[config.mk]
export PLATFORM = sky130hd
export DESIGN_NAME = rgbw_pwm_array_flat
export DESIGN_NICKNAME = d
export VERILOG_FILES = /design/src/rtl/rgbw_pwm_array_if.sv /design/src/rtl/rgbw_pwm_array.sv /design/src/flat_wrapper.sv
export SDC_FILE = /design/constraint.sdc
export NUM_CORES = 1
export LEC_CHECK = 0
export CORE_ASPECT_RATIO = 2
export CORE_MARGIN = 5
export CORE_UTILIZATION = 51
export CTS_BUF_LIST = sky130_fd_sc_hd__clkbuf_4 sky130_fd_sc_hd__clkbuf_8 sky130_fd_sc_hd__clkbuf_16
export DETAILED_ROUTE_END_ITERATION = 12
export PLACE_DENSITY = 0.81
export SYNTH_ARGS = -nofsm -noshare
export SYNTH_HDL_FRONTEND = slang
export SYNTH_SLANG_ARGS = --single-unit
[constraint.sdc]
create_clock -name clk -period 3 [get_ports clk]
set_input_delay 0.9 -clock clk [delete_from_list [all_inputs] [get_ports clk]]
set_output_delay 0.9 -clock clk [all_outputs]
set_load 0.05 [all_outputs]
[src/rtl/rgbw_pwm_array_if.sv]
// rtl/rgbw_pwm_array_if.sv - control, duty and output bundle for rgbw_pwm_array
// Signals:
//   clk_en        tick enable from the clock prescaler
//   run           1 = generate, 0 = counter held at 0 and outputs low
//   duty_in       packed duties, channel i at [i*WIDTH +: WIDTH]
//   duty_ld       single-cycle strobe capturing duty_in into the pending buffer
//   duty_pending  pending buffer holds a value not yet applied
//   period_tick   one-clock pulse on the wrap edge
//   pwm_out       registered PWM outputs
// Modports: master drives controls and duties, slave is the PWM block.
interface rgbw_pwm_array_if #(
  parameter int CHANNELS = 4,
  parameter int WIDTH    = 8
);
  logic                      clk_en;
  logic                      run;
  logic [CHANNELS*WIDTH-1:0] duty_in;
  logic                      duty_ld;
  logic                      duty_pending;
  logic                      period_tick;
  logic [CHANNELS-1:0]       pwm_out;

  modport master (
    output clk_en, run, duty_in, duty_ld,
    input  duty_pending, period_tick, pwm_out
  );

  modport slave (
    input  clk_en, run, duty_in, duty_ld,
    output duty_pending, period_tick, pwm_out
  );
endinterface

[src/rtl/rgbw_pwm_array.sv]
// rtl/rgbw_pwm_array.sv - multi-channel double-buffered PWM generator with optional phase stagger
// Ports:
//   clk    system clock
//   reset  asynchronous active-high reset
//   bus    rgbw_pwm_array_if.slave
//          in : clk_en, run, duty_in, duty_ld
//          out: duty_pending, period_tick, pwm_out
module rgbw_pwm_array #(
  parameter int CHANNELS = 4,
  parameter int WIDTH    = 8,
  parameter int STAGGER  = 1
) (
  input  logic            clk,
  input  logic            reset,
  rgbw_pwm_array_if.slave bus
);
  localparam int PERIOD = 1 << WIDTH;
  // Turn-on offset between neighbouring channels; 0 keeps all edges aligned.
  localparam int OFF = (STAGGER != 0) ? PERIOD / CHANNELS : 0;

  logic [WIDTH-1:0]    cnt;
  logic [WIDTH-1:0]    pending [CHANNELS];
  logic [WIDTH-1:0]    active  [CHANNELS];
  logic [WIDTH-1:0]    phase   [CHANNELS];
  logic                pend_flag;
  logic [CHANNELS-1:0] pwm_q;
  logic                tick_q;
  logic                step;
  logic                wrap;

  assign step = bus.clk_en & bus.run;
  assign wrap = step & (cnt == {WIDTH{1'b1}});

  // Phase addition wraps naturally in WIDTH bits, giving mod 2^WIDTH.
  always_comb begin
    for (int i = 0; i < CHANNELS; i++) begin
      phase[i] = cnt + WIDTH'(i * OFF);
    end
  end

  always_ff @(posedge clk or posedge reset) begin
    if (reset) begin
      cnt       <= '0;
      pend_flag <= 1'b0;
      pwm_q     <= '0;
      tick_q    <= 1'b0;
      for (int i = 0; i < CHANNELS; i++) begin
        pending[i] <= '0;
        active[i]  <= '0;
      end
    end else begin
      if (!bus.run) begin
        cnt    <= '0;
        pwm_q  <= '0;
        tick_q <= 1'b0;
      end else if (bus.clk_en) begin
        cnt    <= cnt + 1'b1;
        tick_q <= wrap;
        // Compare uses the pre-increment count and pre-update duty.
        for (int i = 0; i < CHANNELS; i++) begin
          pwm_q[i] <= (phase[i] < active[i]);
        end
      end else begin
        tick_q <= 1'b0;
      end

      // Wrap transfers the pending contents as they were before this edge,
      // so a coincident load lands in pending and waits for the next wrap.
      if (wrap && pend_flag) begin
        for (int i = 0; i < CHANNELS; i++) begin
          active[i] <= pending[i];
        end
      end

      if (bus.duty_ld) begin
        for (int i = 0; i < CHANNELS; i++) begin
          pending[i] <= bus.duty_in[i*WIDTH +: WIDTH];
        end
        pend_flag <= 1'b1;
      end else if (wrap) begin
        pend_flag <= 1'b0;
      end
    end
  end

  assign bus.pwm_out      = pwm_q;
  assign bus.period_tick  = tick_q;
  assign bus.duty_pending = pend_flag;
endmodule
[src/flat_wrapper.sv]
// flat-port wrapper written by rule: the top's interface ports become plain ports
module rgbw_pwm_array_flat 
#(
  parameter int CHANNELS = 4,
  parameter int WIDTH    = 8,
  parameter int STAGGER  = 1
)
  (clk, reset, bus_clk_en, bus_run, bus_duty_in, bus_duty_ld, bus_duty_pending, bus_period_tick, bus_pwm_out);
  rgbw_pwm_array_if #(.CHANNELS(CHANNELS), .WIDTH(WIDTH)) bus_i ();
  input  logic clk;
  input  logic reset;
  input wire logic [$bits(bus_i.clk_en)-1:0] bus_clk_en;
  input wire logic [$bits(bus_i.run)-1:0] bus_run;
  input wire logic [$bits(bus_i.duty_in)-1:0] bus_duty_in;
  input wire logic [$bits(bus_i.duty_ld)-1:0] bus_duty_ld;
  output wire logic [$bits(bus_i.duty_pending)-1:0] bus_duty_pending;
  output wire logic [$bits(bus_i.period_tick)-1:0] bus_period_tick;
  output wire logic [$bits(bus_i.pwm_out)-1:0] bus_pwm_out;
  assign bus_i.clk_en = bus_clk_en;
  assign bus_i.run = bus_run;
  assign bus_i.duty_in = bus_duty_in;
  assign bus_i.duty_ld = bus_duty_ld;
  assign bus_duty_pending = bus_i.duty_pending;
  assign bus_period_tick = bus_i.period_tick;
  assign bus_pwm_out = bus_i.pwm_out;
  rgbw_pwm_array #(.CHANNELS(CHANNELS), .WIDTH(WIDTH), .STAGGER(STAGGER)) u_core (.clk(clk), .reset(reset), .bus(bus_i));
endmodule
# Word-level counts from Yosys, hierarchy flattened

Index checks and enable logic that the tools add are counted.

Output and inout port bits: 6
Register bits: 78

Order comparisons: 4
Add/subtract/negate cells: 4
Muxes and demuxes: 8
Equal/unequal tests: 2
Reductions and logical operators: 2
Bitwise logic cells: 2

Operators with widths:

| operator                                      | number |
|---|---|
| less-than comparator 8 bit                    | 4 |
| adder 8 bit (second input constant)           | 2 |
| 2-to-1 mux 8 bit                              | 2 |
| adder 8 x 1 -> 8 bit (second input constant)  | 1 |
| adder 8 x 7 -> 8 bit (second input constant)  | 1 |
| == test 8 bit (second input constant)         | 1 |
| 2-to-1 mux 4 bit                              | 2 |
| 2-to-1 mux 1 bit                              | 4 |
| AND 1 bit                                     | 2 |
| inequality test 2 bit (second input constant) | 1 |
| nonzero test 2 bit                            | 1 |
| logical AND 1 bit                             | 1 |

# Logic depth before layout (Yosys ltp)

Word-level depth: 4
Depth in mapped cells: 7
Gate-level depth less buffers: 7

# Worst setup path before layout

OpenSTA, ideal clock, no wires.

Path kind: input port to flip-flop
From: input bus_duty_ld
To: register u_core.pending[16] (netlist name)
Cell stages on the path: 3
Arrival: 1.804 ns
Path slack: 1.072 ns
Buffers on the path: 2
Path through: clkbuf_1 -> clkbuf_1 -> mux2_2

RTL lines:

| what                          | line                 | RTL |
|---|---|---|
| start, declared               | flat_wrapper.sv:15   | `input wire logic [$bits(bus_i.duty_ld)-1:0] bus_duty_ld;` |
| end signal, assigned by index | rgbw_pwm_array.sv:77 | `pending[i] <= bus.duty_in[i*WIDTH +: WIDTH];` |
| end, declared                 | rgbw_pwm_array.sv:22 | `logic [WIDTH-1:0] pending [CHANNELS];` |

No word-level cell between the ends.

# Final worst setup path

From: register u_core.pend_flag, in the netlist u_core.bus.duty_pending
To: output bus_duty_pending

RTL lines:

| what                   | line                 | RTL |
|---|---|---|
| start, declared        | rgbw_pwm_array.sv:25 | `logic pend_flag;` |
| start signal, assigned | rgbw_pwm_array.sv:44 | `pend_flag <= 1'b0;` |
| start signal, assigned | rgbw_pwm_array.sv:79 | `pend_flag <= 1'b1;` |
| start signal, assigned | rgbw_pwm_array.sv:81 | `pend_flag <= 1'b0;` |
| end, declared          | flat_wrapper.sv:16   | `output wire logic [$bits(bus_i.duty_pending)-1:0] bus_duty_pending;` |

No word-level cell between the ends.

==> summary.txt <==
STA
  • Crit path time final: 2.50 ns
  • Worst-margin pin slew: 0.600 ns
  • RSZ-0062 raised after global routing: false
  • Slew Limit Fails: 0
  • Relative slew margins: 60.0%
  • Hold slack: 0.500 ns
  • Final setup TNS: 0 ns
  • Final worst path period share: 83.2%
  • Final setup viols: 0
  • Final hold violation count: 0
  • Fmax: 401 MHz
  • Clk_skew: 0.00422 ns

Clocking
  • CTS sink count: 78
  • Longest Clk Path Bufs: 2
  • Post-CTS repair timing setup buffer count: 0
  • CTS tree: yes
  • H-tree Lvls: 3
  • Reg clk slew, reported paths: 0.06 ns
  • Later-pin clock latency in the skew report: 0.33 ns
  • Clock root cell: clkbuf_16
  • CTS Hold Bufs: 0
  • Post-CTS sizing: 0
  • Inserted Clock Buffers: 9

Routing
  • Router iterations before antenna repair: 4
  • DRT iter0 DRCs: 122
  • Via density: 5.33
  • Average wire per standard cell: 17.4 um
  • DRT antenna net count: 0
  • DRT Wirelength: 7680 um
  • Vias post-DR: 2,350
  • Drt drc: 0

Worst setup path
  • CP peak stage delay: 0.83 ns
  • WP buf/inv: 1
  • Worst r2r src: u_core.cnt[0]
  • Arrival time at the worst endpoint: 1.60 ns
  • Reg2reg path depth: 6
  • Crit-path max FO: 3
  • R2r endpoint: u_core.active[15]
  • CP endpoint kind: primary output
  • Delay-heaviest family, CP: buffers and inverters
  • Slowest stage cell, crit path: clkdlybuf4s50_1
  • R2R setup slack: 0.91 ns
  • Worst setup path category: flop to primary output
  • Critical-path cell list: clkdlybuf4s50_1
  • CP startpoint kind: flop
  • CP required: 2.10 ns

Power
  • P per Cell Area: 525 nW/um^2
  • Maximum vdd drop: 0.415 mV
  • Leakage power: 2.21 nW

Layout
  • Diodes inserted: 0
  • Multi-input logic area: 1710 sq um
  • # nets final: 409
  • Seq. cell area: 1950 sq um
  • Area Growth Syn to Fin: 22.1%
  • Share of post-route cells with drive strength above 1: 25.6%
  • Filler instances: 566

Worst hold path
  • Worst hold-check path type: flop to flop
  • Hold Crit Start: u_core.pending[2]
  • Hold Path Depth: 1
  • Hold Path Sink: u_core.active[2]

Synth
  • Sequential fraction of the synthesis area: 50.7%
  • Compound-Gate Fraction of Synth Area: 5.39%
  • Net count after synthesis: 360
  • Post-synth top area share: 50.7%
  • Synthesized-area fraction occupied by adder cells: 9.74%
  • Post-synthesis cell type count: 40
  • Largest family of logic cells by synthesized area: multiplexers
  • Yosys top cell by area: dfrtp_1
  • Syn Std Cell Area: 3850 sq um
  • Register bit total from synthesis: 78
  • Synth Area in Simple Gates: 6.14%
  • Proportion of synthesized area in mux cells: 21.9%
  • Synth area leaders: dfrtp_1, mux2_4, mux2_2
  • Post-synthesis xor/xnor area fraction: 1.14%
  • Avg Cell Area, Syn: 13.1 sq um
  • Ys Warns: 0
  • Post-synthesis cell count: 293

Global route
  • Total Routing Usage GR: 17.6%
  • Vias in the first global route: 2,710
  • Largest net degree at the start of global routing: 79
  • Total gr overflow: 0
  • Initial antenna violation count: 0
  • First-pass GRT wire length: 12,800 um

Die
  • Initial Utilization: 51.4%
  • Die area: 9500 sq um
  • Chip Width: 71.5 um
  • IO Pins: 43
  • Die height: 133 um
  • Row Count: 45
  • Core footprint: 7490 sq um

Placed design
  • GPL Wtd Cong: 0.849
  • I/O Buffers: 42
  • HPWL after DPL: 5380 um

Job
  • Max Cap Viol: 0

Outcome
  • Status: completed
==> layout make-up <==
cell class                      count  share of cell area (%)
Sequential cell                    78                    41.5
Multi-Input combinational cell    170                    36.3
Timing Repair Buffer               47                    10.0
Clock buffer                       12                    5.40
Inverter                           36                    2.87
Tap cell                           94                    2.50
Clock inverter                      4                    1.49
==> registers in the layout (all words and copies together), names as in the netlist <==
name                     count
u_core.active               32
u_core.bus.duty_pending      1
u_core.bus.period_tick       1
u_core.bus.pwm_out           4
u_core.cnt                   8
u_core.pending              32
==> report_power, final <==
group	internal (mW)	switching [mW]	leakage (nW)	total, mW
Sequential	1.10	0.0331	1.01	1.13
Combinational	0.101	0.0639	1.03	0.165
Clock	0.767	0.406	0.163	1.17
==> logic make-up after synthesis <==
kind of cell,after synthesis
xor gates and xnor gates,5
DFF,78
adders and majority gates,30
AOI/OAI and AO/OA,30
and+or+nand+nor,40
buffers and inverters,45
muxes,65
==> cell usage in the layout (no fill, tap or decap), types with 4 or more instances in the layout <==
master and instances:
nand2_1 6, xnor2_1 4, mux2_4 30, nor2_1 5
and2_1 5, clkdlybuf4s50_1 42, buf_4 4, dfrtp_1 78
ha_1 30, o21ai_0 7, mux2_2 34, inv_1 35
nand2b_1 4, a21oi_1 4, clkbuf_16 9
==> layer usage <==
layer	track usage (%)	part of all wire [%]
met5	0	0
met4	9.41	2.9
met3	4.41	3.8
met2	30.9	53
met1	18.8	40
==> worst max-delay path by stage <==
stage / from / endpoint / slack, ns / cells past startpoint
after floorplan: reset / u_core.active[0] / 0.10 / 1
after global placement: bus_clk_en / u_core.active[15] / 0.40 / 6
after detailed placement: bus_clk_en / u_core.active[15] / 0.35 / 6
after CTS: u_core.bus.duty_pending / bus_duty_pending / 0.48 / 1
after global routing: u_core.bus.duty_pending / bus_duty_pending / 0.47 / 1
final: u_core.bus.duty_pending / bus_duty_pending / 0.50 / 1
==> Yosys cell counts (all sizes together) <==
cell type and number:
nand4 2, xor2 1, nor4bb 1, o41ai 1, inv 36, nor3b 2, mux2i 1, clkbuf 4
a21o 3, or3 3, a211o 1, a221oi 1, o22ai 1, nand2 7, nand2b 4, o21ai 7
buf 5, and3 2, nand3 4, ha 30, mux2 64, and2 5, a21boi 2, nor2b 2
o21bai 1, o31ai 1, a32o 1, nor3 3, a22o 1, o211ai 3, a2111oi 3, xnor2 4
nor2 5, dfrtp 78, a21oi 4
==> metrics by stage <==
stage | utilization (%) | instance area, sq um | total power, mW | setup WS [ns] | cells
2_1_floorplan | - | 3850 | 1.23 | 0.105 | 293
3_3_place_gp | 58.5 | 4380 | 1.31 | 0.396 | 425
3_5_place_dp | 58.5 | 4380 | 1.32 | 0.353 | 425
4_1_cts | 62.8 | 4710 | 2.50 | 0.478 | 441
5_1_grt | 62.8 | 4710 | 2.56 | 0.474 | 441
6_report | 62.8 | 4710 | 2.47 | 0.505 | 441
Power figures use the tool's default switching activity.
